<file path="src/rtl/fft_sram_sequencer_pkg.sv">
// Shared types and helpers for the FFT job sequencer.
package fft_sram_sequencer_pkg;

    localparam int unsigned DEF_DATA_W  = 128;
    localparam int unsigned DEF_ADDR_W  = 8;
    localparam int unsigned DEF_TIMEOUT = 65535;

    // Point configuration 7 would mean 2048 points, which the engine cannot run.
    localparam logic [2:0] ILLEGAL_CFG = 3'd7;

    typedef enum logic [1:0] {
        ST_IDLE,
        ST_LOAD,
        ST_RUN,
        ST_UNLOAD
    } state_e;

    // Four complex samples per SRAM word: 16<<cfg points -> 4<<cfg words.
    function automatic logic [15:0] cfg_to_words(input logic [2:0] cfg);
        return 16'(4) << cfg;
    endfunction

endpackage

</file>
<file path="src/rtl/fft_sram_sequencer_if.sv">
// Host load/unload valid-ready streams of the FFT job sequencer.
interface fft_sram_sequencer_if #(
    parameter int unsigned DATA_W = 128
);
    logic              in_valid;
    logic              in_ready;
    logic [DATA_W-1:0] in_data;
    logic              out_valid;
    logic              out_ready;
    logic [DATA_W-1:0] out_data;

    modport master (
        output in_valid, in_data, out_ready,
        input  in_ready, out_valid, out_data
    );

    modport slave (
        input  in_valid, in_data, out_ready,
        output in_ready, out_valid, out_data
    );
endinterface

</file>
<file path="src/rtl/fft_sram_sequencer_skid.sv">
// Two-entry skid FIFO that absorbs SRAM read latency on the unload path.
module fft_skid_fifo #(
    parameter int unsigned DATA_W = 128
) (
    input  logic              clk,
    input  logic              rst,
    input  logic              push_i,
    input  logic [DATA_W-1:0] data_i,
    input  logic              pop_i,
    input  logic              flush_i,
    output logic [DATA_W-1:0] data_o,
    output logic [1:0]        count_o,
    output logic              full_o,
    output logic              empty_o
);

    logic [DATA_W-1:0] mem_q [2];
    logic              rd_ptr_q;
    logic              wr_ptr_q;
    logic [1:0]        count_q;
    logic              do_push;
    logic              do_pop;

    assign empty_o = (count_q == 2'd0);
    assign full_o  = (count_q == 2'd2);
    assign count_o = count_q;
    assign data_o  = mem_q[rd_ptr_q];
    assign do_pop  = pop_i & ~empty_o;
    assign do_push = push_i & (~full_o | do_pop);

    // Storage, pointers and occupancy; flush discards everything held.
    always_ff @(posedge clk or posedge rst) begin
        if (rst) begin
            for (int i = 0; i < 2; i++) mem_q[i] <= '0;
            rd_ptr_q <= 1'b0;
            wr_ptr_q <= 1'b0;
            count_q  <= 2'd0;
        end else if (flush_i) begin
            rd_ptr_q <= 1'b0;
            wr_ptr_q <= 1'b0;
            count_q  <= 2'd0;
        end else begin
            if (do_push) begin
                mem_q[wr_ptr_q] <= data_i;
                wr_ptr_q        <= ~wr_ptr_q;
            end
            if (do_pop) rd_ptr_q <= ~rd_ptr_q;
            count_q <= count_q + 2'(do_push) - 2'(do_pop);
        end
    end

endmodule

</file>
<file path="src/rtl/fft_sram_sequencer.sv">
// Sequences one FFT job (load, run, unload) and owns the coefficient SRAM muxes.
module fft_sram_sequencer
    import fft_sram_sequencer_pkg::*;
#(
    parameter int unsigned DATA_W  = DEF_DATA_W,
    parameter int unsigned ADDR_W  = DEF_ADDR_W,
    parameter int unsigned TIMEOUT = DEF_TIMEOUT
) (
    input  logic                 clk,
    input  logic                 rst,
    input  logic                 i_start,
    input  logic [2:0]           i_point_config,
    input  logic                 i_abort,
    fft_sram_sequencer_if.slave  host,
    output logic                 o_busy,
    output logic                 o_done,
    output logic                 o_error,
    output logic                 o_fft_working,
    output logic [2:0]           o_fft_point_config,
    input  logic                 i_fft_done,
    input  logic [ADDR_W-1:0]    i_fft_raddr1,
    input  logic [ADDR_W-1:0]    i_fft_raddr2,
    input  logic [ADDR_W-1:0]    i_fft_waddr1,
    input  logic [ADDR_W-1:0]    i_fft_waddr2,
    input  logic [DATA_W-1:0]    i_fft_wdata1,
    input  logic [DATA_W-1:0]    i_fft_wdata2,
    input  logic                 i_fft_we,
    output logic [ADDR_W-1:0]    o_sram_raddr1,
    output logic [ADDR_W-1:0]    o_sram_raddr2,
    output logic [ADDR_W-1:0]    o_sram_waddr1,
    output logic [ADDR_W-1:0]    o_sram_waddr2,
    output logic [DATA_W-1:0]    o_sram_wdata1,
    output logic [DATA_W-1:0]    o_sram_wdata2,
    output logic                 o_sram_we,
    input  logic [DATA_W-1:0]    i_sram_rdata1
);

    localparam int unsigned CNT_W = ADDR_W + 1;
    localparam int unsigned RUN_W = $clog2(TIMEOUT + 1);

    state_e            state_q;
    logic [2:0]        cfg_q;
    logic [CNT_W-1:0]  load_cnt_q;
    logic [CNT_W-1:0]  rd_cnt_q;
    logic [CNT_W-1:0]  out_cnt_q;
    logic [RUN_W-1:0]  run_cnt_q;
    logic              busy_q;
    logic              done_q;
    logic              error_q;
    logic              working_q;
    logic              in_ready_q;
    logic              rd_pend_q;

    logic [CNT_W-1:0]  words;
    logic [CNT_W-1:0]  last_idx;
    logic              in_hs;
    logic              out_hs;
    logic              rd_issue;
    logic              fifo_push;
    logic [2:0]        occ_after_pop;
    logic [1:0]        fifo_count;
    logic              fifo_full;
    logic              fifo_empty;
    logic [DATA_W-1:0] fifo_data;

    assign words    = CNT_W'(cfg_to_words(cfg_q));
    assign last_idx = words - CNT_W'(1);
    assign in_hs    = in_ready_q & host.in_valid & ~i_abort;
    assign out_hs   = ~fifo_empty & host.out_ready;

    // Credit counts the word leaving this cycle, so a steady ready stream sees no bubbles.
    assign occ_after_pop = 3'(fifo_count) + 3'(rd_pend_q) - 3'(out_hs);
    assign rd_issue  = (state_q == ST_UNLOAD) & (rd_cnt_q < words) & (occ_after_pop < 3'd2);
    assign fifo_push = rd_pend_q & (~fifo_full | out_hs);

    assign o_busy             = busy_q;
    assign o_done             = done_q;
    assign o_error            = error_q;
    assign o_fft_working      = working_q;
    assign o_fft_point_config = cfg_q;
    assign host.in_ready      = in_ready_q;
    assign host.out_valid     = ~fifo_empty;
    assign host.out_data      = fifo_data;

    fft_skid_fifo #(.DATA_W(DATA_W)) u_skid (
        .clk     (clk),
        .rst     (rst),
        .push_i  (fifo_push),
        .data_i  (i_sram_rdata1),
        .pop_i   (out_hs),
        .flush_i (i_abort),
        .data_o  (fifo_data),
        .count_o (fifo_count),
        .full_o  (fifo_full),
        .empty_o (fifo_empty)
    );

    // Job FSM with its counters and registered status outputs; abort overrides all.
    always_ff @(posedge clk or posedge rst) begin
        if (rst) begin
            state_q    <= ST_IDLE;
            cfg_q      <= '0;
            load_cnt_q <= '0;
            rd_cnt_q   <= '0;
            out_cnt_q  <= '0;
            run_cnt_q  <= '0;
            busy_q     <= 1'b0;
            done_q     <= 1'b0;
            error_q    <= 1'b0;
            working_q  <= 1'b0;
            in_ready_q <= 1'b0;
            rd_pend_q  <= 1'b0;
        end else begin
            done_q <= 1'b0;
            if (i_abort) begin
                state_q    <= ST_IDLE;
                busy_q     <= 1'b0;
                working_q  <= 1'b0;
                in_ready_q <= 1'b0;
                rd_pend_q  <= 1'b0;
            end else begin
                case (state_q)
                    ST_IDLE: begin
                        if (i_start) begin
                            if (i_point_config == ILLEGAL_CFG) begin
                                error_q <= 1'b1;
                            end else begin
                                error_q    <= 1'b0;
                                cfg_q      <= i_point_config;
                                load_cnt_q <= '0;
                                state_q    <= ST_LOAD;
                                busy_q     <= 1'b1;
                                in_ready_q <= 1'b1;
                            end
                        end
                    end
                    ST_LOAD: begin
                        if (in_hs) begin
                            load_cnt_q <= load_cnt_q + CNT_W'(1);
                            if (load_cnt_q == last_idx) begin
                                state_q    <= ST_RUN;
                                in_ready_q <= 1'b0;
                                working_q  <= 1'b1;
                                run_cnt_q  <= '0;
                            end
                        end
                    end
                    ST_RUN: begin
                        if (i_fft_done) begin
                            state_q   <= ST_UNLOAD;
                            working_q <= 1'b0;
                            rd_cnt_q  <= '0;
                            out_cnt_q <= '0;
                            rd_pend_q <= 1'b0;
                        end else if (run_cnt_q == RUN_W'(TIMEOUT - 1)) begin
                            error_q   <= 1'b1;
                            state_q   <= ST_IDLE;
                            working_q <= 1'b0;
                            busy_q    <= 1'b0;
                        end else begin
                            run_cnt_q <= run_cnt_q + RUN_W'(1);
                        end
                    end
                    ST_UNLOAD: begin
                        rd_pend_q <= rd_issue;
                        if (rd_issue) rd_cnt_q <= rd_cnt_q + CNT_W'(1);
                        if (out_hs) begin
                            out_cnt_q <= out_cnt_q + CNT_W'(1);
                            if (out_cnt_q == last_idx) begin
                                done_q  <= 1'b1;
                                state_q <= ST_IDLE;
                                busy_q  <= 1'b0;
                            end
                        end
                    end
                    default: state_q <= ST_IDLE;
                endcase
            end
        end
    end

    // SRAM ownership mux: host writes in LOAD, engine in RUN, unload reads in UNLOAD.
    always_comb begin
        o_sram_raddr1 = '0;
        o_sram_raddr2 = '0;
        o_sram_waddr1 = '0;
        o_sram_waddr2 = '0;
        o_sram_wdata1 = '0;
        o_sram_wdata2 = '0;
        o_sram_we     = 1'b0;
        case (state_q)
            ST_LOAD: begin
                o_sram_waddr1 = load_cnt_q[ADDR_W-1:0];
                o_sram_wdata1 = host.in_data;
                o_sram_we     = in_hs;
            end
            ST_RUN: begin
                o_sram_raddr1 = i_fft_raddr1;
                o_sram_raddr2 = i_fft_raddr2;
                o_sram_waddr1 = i_fft_waddr1;
                o_sram_waddr2 = i_fft_waddr2;
                o_sram_wdata1 = i_fft_wdata1;
                o_sram_wdata2 = i_fft_wdata2;
                o_sram_we     = i_fft_we;
            end
            ST_UNLOAD: begin
                o_sram_raddr1 = rd_cnt_q[ADDR_W-1:0];
            end
            default: ;
        endcase
    end

endmodule
</file>
<file path="src/flat_wrapper.sv">
// flat-port wrapper written by rule: the top's interface ports become plain ports
module fft_sram_sequencer_flat import fft_sram_sequencer_pkg::*;
#(
    parameter int unsigned DATA_W  = DEF_DATA_W,
    parameter int unsigned ADDR_W  = DEF_ADDR_W,
    parameter int unsigned TIMEOUT = DEF_TIMEOUT
)
  (clk, rst, i_start, i_point_config, i_abort, o_busy, o_done, o_error, o_fft_working, o_fft_point_config, i_fft_done, i_fft_raddr1, i_fft_raddr2, i_fft_waddr1, i_fft_waddr2, i_fft_wdata1, i_fft_wdata2, i_fft_we, o_sram_raddr1, o_sram_raddr2, o_sram_waddr1, o_sram_waddr2, o_sram_wdata1, o_sram_wdata2, o_sram_we, i_sram_rdata1, host_in_valid, host_in_data, host_out_ready, host_in_ready, host_out_valid, host_out_data);
  fft_sram_sequencer_if #(.DATA_W(DATA_W)) host_i ();
  input  logic clk;
  input  logic rst;
  input  logic i_start;
  input  logic [2:0] i_point_config;
  input  logic i_abort;
  output logic o_busy;
  output logic o_done;
  output logic o_error;
  output logic o_fft_working;
  output logic [2:0] o_fft_point_config;
  input  logic i_fft_done;
  input  logic [ADDR_W-1:0] i_fft_raddr1;
  input  logic [ADDR_W-1:0] i_fft_raddr2;
  input  logic [ADDR_W-1:0] i_fft_waddr1;
  input  logic [ADDR_W-1:0] i_fft_waddr2;
  input  logic [DATA_W-1:0] i_fft_wdata1;
  input  logic [DATA_W-1:0] i_fft_wdata2;
  input  logic i_fft_we;
  output logic [ADDR_W-1:0] o_sram_raddr1;
  output logic [ADDR_W-1:0] o_sram_raddr2;
  output logic [ADDR_W-1:0] o_sram_waddr1;
  output logic [ADDR_W-1:0] o_sram_waddr2;
  output logic [DATA_W-1:0] o_sram_wdata1;
  output logic [DATA_W-1:0] o_sram_wdata2;
  output logic o_sram_we;
  input  logic [DATA_W-1:0] i_sram_rdata1;
  input wire logic [$bits(host_i.in_valid)-1:0] host_in_valid;
  input wire logic [$bits(host_i.in_data)-1:0] host_in_data;
  input wire logic [$bits(host_i.out_ready)-1:0] host_out_ready;
  output wire logic [$bits(host_i.in_ready)-1:0] host_in_ready;
  output wire logic [$bits(host_i.out_valid)-1:0] host_out_valid;
  output wire logic [$bits(host_i.out_data)-1:0] host_out_data;
  assign host_i.in_valid = host_in_valid;
  assign host_i.in_data = host_in_data;
  assign host_i.out_ready = host_out_ready;
  assign host_in_ready = host_i.in_ready;
  assign host_out_valid = host_i.out_valid;
  assign host_out_data = host_i.out_data;
  fft_sram_sequencer #(.DATA_W(DATA_W), .ADDR_W(ADDR_W), .TIMEOUT(TIMEOUT)) u_core (.clk(clk), .rst(rst), .i_start(i_start), .i_point_config(i_point_config), .i_abort(i_abort), .host(host_i), .o_busy(o_busy), .o_done(o_done), .o_error(o_error), .o_fft_working(o_fft_working), .o_fft_point_config(o_fft_point_config), .i_fft_done(i_fft_done), .i_fft_raddr1(i_fft_raddr1), .i_fft_raddr2(i_fft_raddr2), .i_fft_waddr1(i_fft_waddr1), .i_fft_waddr2(i_fft_waddr2), .i_fft_wdata1(i_fft_wdata1), .i_fft_wdata2(i_fft_wdata2), .i_fft_we(i_fft_we), .o_sram_raddr1(o_sram_raddr1), .o_sram_raddr2(o_sram_raddr2), .o_sram_waddr1(o_sram_waddr1), .o_sram_waddr2(o_sram_waddr2), .o_sram_wdata1(o_sram_wdata1), .o_sram_wdata2(o_sram_wdata2), .o_sram_we(o_sram_we), .i_sram_rdata1(i_sram_rdata1));
endmodule
</file>
<file path="config.mk">
export PLATFORM = sky130hd
export DESIGN_NAME = fft_sram_sequencer_flat
export DESIGN_NICKNAME = d
export VERILOG_FILES = /design/src/rtl/fft_sram_sequencer_pkg.sv /design/src/rtl/fft_sram_sequencer_if.sv /design/src/rtl/fft_sram_sequencer_skid.sv /design/src/rtl/fft_sram_sequencer.sv /design/src/flat_wrapper.sv
export SDC_FILE = /design/constraint.sdc
export NUM_CORES = 1
export LEC_CHECK = 0
export CAP_MARGIN = 10
export CORE_AREA = 2 2 383 385
export CTS_CLUSTER_SIZE = 14
export DETAILED_ROUTE_END_ITERATION = 10
export DIE_AREA = 0 0 385 387
export GPL_TIMING_DRIVEN = 0
export PLACE_DENSITY = 0.36
export SETUP_SLACK_MARGIN = 0.4
export SKIP_CTS_REPAIR_TIMING = 1
export SYNTH_ARGS = -nofsm -noshare
export SYNTH_HDL_FRONTEND = slang
export SYNTH_SLANG_ARGS = --single-unit
</file>
<file path="constraint.sdc">
create_clock -name clk -period 13.3 [get_ports clk]
set_input_delay 2.66 -clock clk [delete_from_list [all_inputs] [get_ports clk]]
set_output_delay 2.66 -clock clk [all_outputs]
set_load 0.1 [all_outputs]
</file>
# Word level (Yosys, flattened, before mapping)
# Cells that the tools add are included.
[totals] regBits=314 input_bits=555 out_inout_bits=426 word_cells=174
[classes] n_addsub=9 magnitude_cmp=5 n_eq_ne=28 shifts=1 mux=71 n_bitwise=18 reduce_logical=25
[ops] cell="$mux W128" count=5
[ops] cell="$bwmux W256" count=1
[ops] cell="$pmux W128 S2" count=1
[ops] cell="$demux W128 S1" count=1
[ops] cell="$mux W16" count=4
[ops] cell="$mux W9" count=6
[ops] cell="$pmux W9 S2" count=3
[ops] cell="$pmux W16 S2" count=1
[ops] cell="$pmux W8 S2" count=2
[ops] cell="$mux W1" count=28
[ops] cell="$add A9 B1 Y9 const B" count=3
[ops] cell="$mux W2" count=10
[ops] cell="$eq A9 B9 Y1" count=2
[ops] cell="$add A16 B1 Y16 const B" count=1
[ops] cell="$eq A16 B16 Y1 const B" count=1
[ops] cell="$mux W8" count=2
[ops] cell="$reduce_and A4 Y1" count=4
[ops] cell="$ne A3 B3 Y1 const B" count=5
[ops] cell="$reduce_and A5 Y1" count=3
[ops] cell="$reduce_and A7 Y1" count=2
[ops] cell="$ne A3 B2 Y1 const B" count=4
[ops] cell="$reduce_bool A2 Y1" count=6
[ops] cell="$ne A2 B1 Y1 const B" count=5
[ops] cell="$ne A2 B2 Y1 const B" count=5
[ops] cell="other kinds (27)" count=52

# Longest topological paths before layout
# Gate-level depths: netlist of the first run.
[depth] ltp_word=9 mapped_depth=14 mapped_depth_nobuf=10

# Hierarchy
# Synthesis of the first run repeated with hierarchy kept, for this count alone.
[unflattened] cells_unflattened=1651 area_unflattened_um2=18647.9
[by_module_without_submodules] module="fft_skid_fifo" n_inst=1 cells_per_inst=707 area_each_um2=11730.0 seq_area_each_um2=6506.2
[by_module_without_submodules] module="fft_sram_sequencer" n_inst=1 cells_per_inst=944 area_each_um2=6917.9 seq_area_each_um2=1351.3

# Worst setup path after synthesis of the first run
# No wires, ideal clock.
[synth_path] path_kind="input to output" start="input i_abort" end="output o_sram_we" t_arrival_ns=4.616 required_time_ns=10.640 setup_slack_ns=6.024 stages=4 path_buffers=1 cell_sequence="clkbuf_1 -> inv_1 -> nand4_1 -> a21oi_1"
[synth_via] elab_chain_len=3
[synth_rtl] element="start, declared" line_no="flat_wrapper.sv:14" text="input logic i_abort;"
[synth_rtl] element="$not A1 Y1 (no line)"
[synth_rtl] element="$and A1 B1 Y1" line_no="fft_sram_sequencer.sv:68" text="assign in_hs = in_ready_q & host.in_valid & ~i_abort;"
[synth_rtl] element="$pmux W1 S2" line_no="fft_sram_sequencer.sv:191" text="case (state_q)"
[synth_rtl] element="end, declared" line_no="flat_wrapper.sv:34" text="output logic o_sram_we;"
# No other way between the ends.

# Worst setup path after layout of the first run
# Same ends and word-level chain as after synthesis.

==> flow_summary.yaml, run 1 <==
final_layout:
  design_area_sq_um: 32000
  drive_gt1_share_pct: 19.3
  multi_input_area_sq_um: 9190
  regArea_sq_um: 7860
  layout.nets: 3258
  fillers: 15800
  area_growth_syn_to_layout_pct: 81.4
timing:
  timing.final.crit_share_pct: 62.9
  finalHoldViolations: 0
  skew_ns: 0.0199
  setup_violations: 0
  rsz0062_at_grt: "no"
  min_period_ns: 8.37
  relSlewSlack_pct: 11.0
  worst_pin_slew_ns: 1.33
  finalMaxSlewViolations: 0
  fmax_mhz: 119
floorplanning:
  fp.dieH_microns: 387
  core_sq_um: 145000
  io_pins: 981
  floorplan.initialDensity_pct: 12.2
  die-area_sq_um: 149000
  fp.dieW_microns: 385
  num_rows: 140
clock_tree:
  clock_latency_ns: 0.61
  cts-root-buf: "clkbuf_16"
  clk_pin_slew_ns: 0.05
  clockBufferDepth: 3
  htree_levels: 2
  cts_tree: "yes"
  cts-buffers-inserted: 45
  cts_sinks: 314
global_routing:
  grt_use_total_pct: 18.1
  grt_pass1_wl_mm: 182
  grt_antenna_before_repair: 63
  grt_start_max_net_pins: 103
  first_global_vias: 18800
  grt-ovfl-total: 0
synth:
  synth_warnings: 0
  synth_cells: 1619
  syn-num-nets: 2196
  async_flop_share_pct: 100
  synth_area_sq_um: 17600
  ys_types: 66
  synth_seq_cells: 314
  yosysSeqAreaShare_pct: 44.5
  avgSynthCellArea_sq_um: 10.9
  synth-edff-count: 0
  synth_flop_cell: "dfrtp_1"
min_path:
  min_path_type: "reg -> reg"
critical_path:
  timing.critical_path.from_type: "primary input"
  max_stage_delay_ns: 1.30
  critPathCaptureType: "primary output"
  crit_required_ns: 10.64
  crit_top_cell: "clkdlybuf4s50_1"
  cp_max_fo: 10
  crit_chain: "clkdlybuf4s50_1, clkbuf_1, inv_1, nand4_1, a21oi_1, clkdlybuf4s50_1"
  worstPathArrival_ns: 5.71
  path_class: "in -> out"
  cpMaxStageDelayCell: "clkdlybuf4s50_1"
pwr:
  power.total_uw: 6820
  p_per_area_nw_per_um2: 213
  cellLeakagePower_uw: 0.0129
  peakVddDrop_v: 0.000129
flow_run:
  maxCapViolations: 0
place:
  io_buffers: 980
  hpwl_mm: 118
  dpl_cell_area_sq_um: 30500
  gp_congestion: 0.997
drt:
  wirelength_mm: 140
  drt_first_pass_iters: 5
  vias_per_cell: 3.79
  drc_errors: 0
  wire_per_inst_microns: 30.0
  drtIter0Drc: 688
  num_vias: 17600
  antenna_left: 0
outcome:
  status: "finished clean"
layout make-up:
class | count | area share, %
tap | 1917 | 7.49
antenna | 16 | 0.125
sequential | 314 | 24.5
buffer | 129 | 1.62
clock buffer | 68 | 4.19
timing repair buffer | 1015 | 32.6
clock inverter | 12 | 0.379
inverter | 24 | 0.305
multi-input combinational | 1152 | 28.7
final timing paths:
| path | start | end | slack, ns | cells after the start |
|---|---|---|---|---|
| worst max register to register | u_core.o_fft_point_config[0] | u_core.run_cnt_q[6] | 9.10 | 9 |
| worst min-delay path | u_core.u_skid.mem_q[24] | u_core.u_skid.mem_q[24] | 0.50 | 1 |
| max in group asynchronous | rst | u_core.load_cnt_q[0] | 9.51 | 4 |
| worst min register to register | u_core.u_skid.mem_q[24] | u_core.u_skid.mem_q[24] | 0.50 | 1 |
| min in group asynchronous | rst | u_core.u_skid.mem_q[80] | 2.42 | 2 |
| worst max-delay path | i_abort | o_sram_we | 4.93 | 6 |
synthesized netlist by cell type (9+ instances only):
master | count | area [sq um]
mux2_2 | 389 | 4380
dfrtp_1 | 314 | 7860
nor2_1 | 175 | 657
and2_1 | 147 | 920
a22oi_1 | 137 | 1030
clkbuf_1 | 112 | 420
nand2_1 | 32 | 120
inv_1 | 24 | 90.1
a21oi_1 | 23 | 115
o31ai_1 | 22 | 165
ha_1 | 21 | 263
nand3_1 | 19 | 95.1
nand4_1 | 19 | 119
o21ai_0 | 19 | 95.1
xor2_1 | 19 | 166
or4_1 | 12 | 90.1
nor3_1 | 10 | 50.1
buf_1 | 9 | 33.8
logic make-up (layout without fill, tap and decap cells):
group                      Yosys count  after routing  synth area share, %
xor gates and xnor gates            27             27                 1.42
and+or+nand+nor                    462            462                 13.7
AOI/OAI and AO/OA                  246            246                 10.2
buffers and inverters              153           1248                 3.45
muxes                              395            395                 25.2
DFF                                314            314                 44.5
adders and majority gates           22             22                 1.60
other                                0             16                    0
where the power goes:
group	internal [uW]	switching, uW	total, uW	leakage [uW]
registers	1120	97.6	1210	0.00432
logic	1120	3280	4400	0.00790
clock network	700	501	1200	0.000706
total	2940	3880	6820	0.0129
per-stage QoR:
| step | std cells | worst slack (ns) | hold slack, ns | utilization (%) | TNS, ns |
|---|---|---|---|---|---|
| global route | 4636 | 4.79 | 0.510 | 22.1 | 0 |
| CTS | 4630 | 4.83 | 0.501 | 22.1 | 0 |
| global placement | 4516 | -4.23 | 0.481 | 20.6 | -1296.73 |
| finish | 4647 | 4.93 | 0.498 | 22.1 | 0 |
| floorplan | 1619 | 1.95 | 0.455 | - | 0 |
| detailed placement | 4550 | 4.85 | 0.487 | 21.1 | 0 |
routing by layer:
| layer | share of wire, % | GRT usage [%] |
|---|---|---|
| met1 | 35 | 18.2 |
| met2 | 51 | 33.2 |
| met3 | 8.3 | 6.13 |
| met4 | 5.1 | 8.29 |
| met5 | 0.23 | 0 |
cell usage in the layout, fill, tap and decap left out, types with 21 or more instances in the layout:
cell type,instances
mux2_2,389
clkbuf_1,122
and2_1,147
buf_12,28
a21oi_1,23
inv_1,23
dfrtp_1,314
ha_1,21
clkdlybuf4s50_1,968
a22oi_1,137
nor2_1,175
clkbuf_16,45
nand2_1,32
o31ai_1,22
worst max-delay path: cells and delay by family:
kind | cells | cell delay [ns]
AO/OA/AOI/OAI | 1 | 0.25
buffers and inverters | 4 | 2.56
AND/OR/NAND/NOR | 1 | 0.20
sequential cells by signal, indices dropped and copies added (netlist names):
signal and flops:
u_core.host.in_ready 1, u_core.o_done 1, u_core.state_q 2, u_core.run_cnt_q 16, u_core.u_skid.mem_q 256, u_core.u_skid.count_o 2
u_core.u_skid.rd_ptr_q 1, u_core.o_error 1, u_core.rd_cnt_q 9, u_core.u_skid.wr_ptr_q 1, u_core.o_fft_working 1, u_core.rd_pend_q 1
u_core.o_fft_point_config 3, u_core.o_busy 1, u_core.load_cnt_q 9, u_core.out_cnt_q 9
Power figures use the tool's default switching activity.
==> run 2: changes to the inputs <==
- CORE_AREA: 2 2 383 385 -> 2 2 380 382
- DIE_AREA: 0 0 385 387 -> 0 0 382 384
- PLACE_DENSITY: 0.36 -> 0.38
- clock period: 13.3 -> 7.1 ns (I/O delays scaled with it)
==> run 2 against run 1 <==
  * Highest routed layer unchanged
  * Cell area up 0.88%
  * Clock skew up 0.044 ns
  * Critical endpoint is now o_sram_wdata1[122]
  * Core utilization up 0.52 points
  * Sequential power up 88%
==> flow_summary.yaml, run 2 (synthesized netlist as in run 1, its figures left out) <==
place:
  io_buffers: 980
  gp_congestion: 1.02
  place_ws_ns: 1.23
  hpwl_mm: 125
global_routing:
  grt_antenna_before_repair: 60
  grt_use_total_pct: 19.2
  grt_start_max_net_pins: 38
  grt-ovfl-total: 0
  grt_pass1_wl_mm: 188
  first_global_vias: 19200
critical_path:
  crit_family: "buffers and inverters"
  path_class: "reg -> out"
  timing.critical_path.from_type: "register"
  crit_required_ns: 5.68
  critPathCaptureType: "primary output"
  crit_chain: "inv_1, ha_1, clkbuf_1, clkbuf_1, clkbuf_1, a22oi_1, nor2_1, clkdlybuf4s50_1"
  cpMaxStageDelayCell: "clkdlybuf4s50_1"
  crit_top_cell: "clkbuf_1"
  max_stage_delay_ns: 1.25
  cp_max_fo: 10
  path_buf_inv: 5
  worstPathArrival_ns: 5.00
timing:
  rsz0062_at_grt: "no"
  fmax_mhz: 156
  finalMaxSlewViolations: 0
  worst_pin_slew_ns: 1.33
  finalWorstSetupSlack_ns: 0.679
  finalHoldViolations: 0
  fin_worst_hold_slack_ns: 0.487
  min_period_ns: 6.42
  skew_ns: 0.0643
  setup_violations: 0
  relSlewSlack_pct: 11.0
  timing.final.crit_share_pct: 90.4
final_layout:
  drive_gt1_share_pct: 19.9
  layout.nets: 3273
  regMostFlops: "u_core.u_skid.mem_q"
  final_cell_mix: "clkdlybuf4s50_1 (965), mux2_2 (389), dfrtp_1 (314)"
  largest_reg_flops: 256
  reg_top3: "u_core.u_skid.mem_q: 256 flops, u_core.run_cnt_q: 16 flops"
  final_common_cell: "clkdlybuf4s50_1"
  area_growth_syn_to_layout_pct: 83.0
  fillers: 15500
drt:
  drtIter0Drc: 748
  num_vias: 17900
  drt_first_pass_iters: 5
  wire_per_inst_microns: 31.2
  vias_per_cell: 3.84
  wirelength_mm: 145
  antenna_left: 0
  drc_errors: 0
pwr:
  cellLeakagePower_uw: 0.0131
  peakVddDrop_v: 0.000223
  p_per_area_nw_per_um2: 403
  power.total_uw: 13000
floorplanning:
  fp.dieH_microns: 384
  fp.dieW_microns: 382
  core_sq_um: 143000
  num_rows: 139
  die-area_sq_um: 147000
  io_pins: 981
  floorplan.initialDensity_pct: 12.4
clock_tree:
  htree_levels: 2
  cts-root-buf: "clkbuf_16"
  clockBufferDepth: 3
  clk_pin_slew_ns: 0.05
  cts_tree: "yes"
  cts_sinks: 314
  cts-buffers-inserted: 46
  clock_latency_ns: 0.63
min_path:
  min_path_type: "reg -> reg"
flow_run:
  maxCapViolations: 0
outcome:
  status: "finished clean"
run 2: power breakdown:
group / leakage [uW] / internal, uW / switching (uW)
Sequential: 0.00432 / 2090 / 180
Combinational: 0.00800 / 2140 / 6230
Clock: 0.000768 / 1420 / 957
Total: 0.0131 / 5650 / 7360
run 2: routing by layer:
metal	GRT usage (%)	vias to the layer above	share of wire, %
li1	-	7990	-
met1	17.5	8749	32
met2	36.1	842	53
met3	7.96	234	9.3
met4	9.60	58	5.7
met5	0	-	0.25
run 2: path summary, 6_finish.rpt:
| path | from | end | slack [ns] | cells past startpoint |
|---|---|---|---|---|
| setup / recovery | u_core.state_q[1] | o_sram_wdata1[122] | 0.68 | 8 |
| hold / removal | u_core.rd_cnt_q[8] | u_core.rd_cnt_q[8] | 0.49 | 1 |
| setup reg to reg | u_core.o_fft_point_config[0] | u_core.run_cnt_q[3] | 2.95 | 9 |
| hold reg to reg | u_core.rd_cnt_q[8] | u_core.rd_cnt_q[8] | 0.49 | 1 |
| max in group asynchronous | rst | u_core.u_skid.mem_q[161] | 4.61 | 5 |
| min in group asynchronous | rst | u_core.u_skid.mem_q[221] | 1.25 | 2 |
run 2: metrics by stage:
| stage | std cells | util [%] | TNS, ns | area (sq um) |
|---|---|---|---|---|
| floorplan | 1619 | - | 0 | 17700 |
| global placement | 4502 | 20.9 | -545.47 | 29800 |
| detailed placement | 4551 | 21.5 | 0 | 30700 |
| CTS | 4634 | 22.6 | 0 | 32300 |
| global route | 4643 | 22.6 | 0 | 32300 |
| finish | 4652 | 22.6 | 0 | 32300 |
run 2: area by class of cell:
type                            count  area (sq um)  share of cell area (%)
Multi-Input combinational cell   1152          9180                    28.4
Inverter                           24          93.8                   0.291
Timing Repair Buffer             1029         10700                    33.0
Tap cell                         1903          2380                    7.37
Clock inverter                     13           170                   0.527
Antenna cell                       18          45.0                   0.139
Clock buffer                       70          1380                    4.28
Sequential cell                   314          7860                    24.3
Buffer                            129           518                    1.60
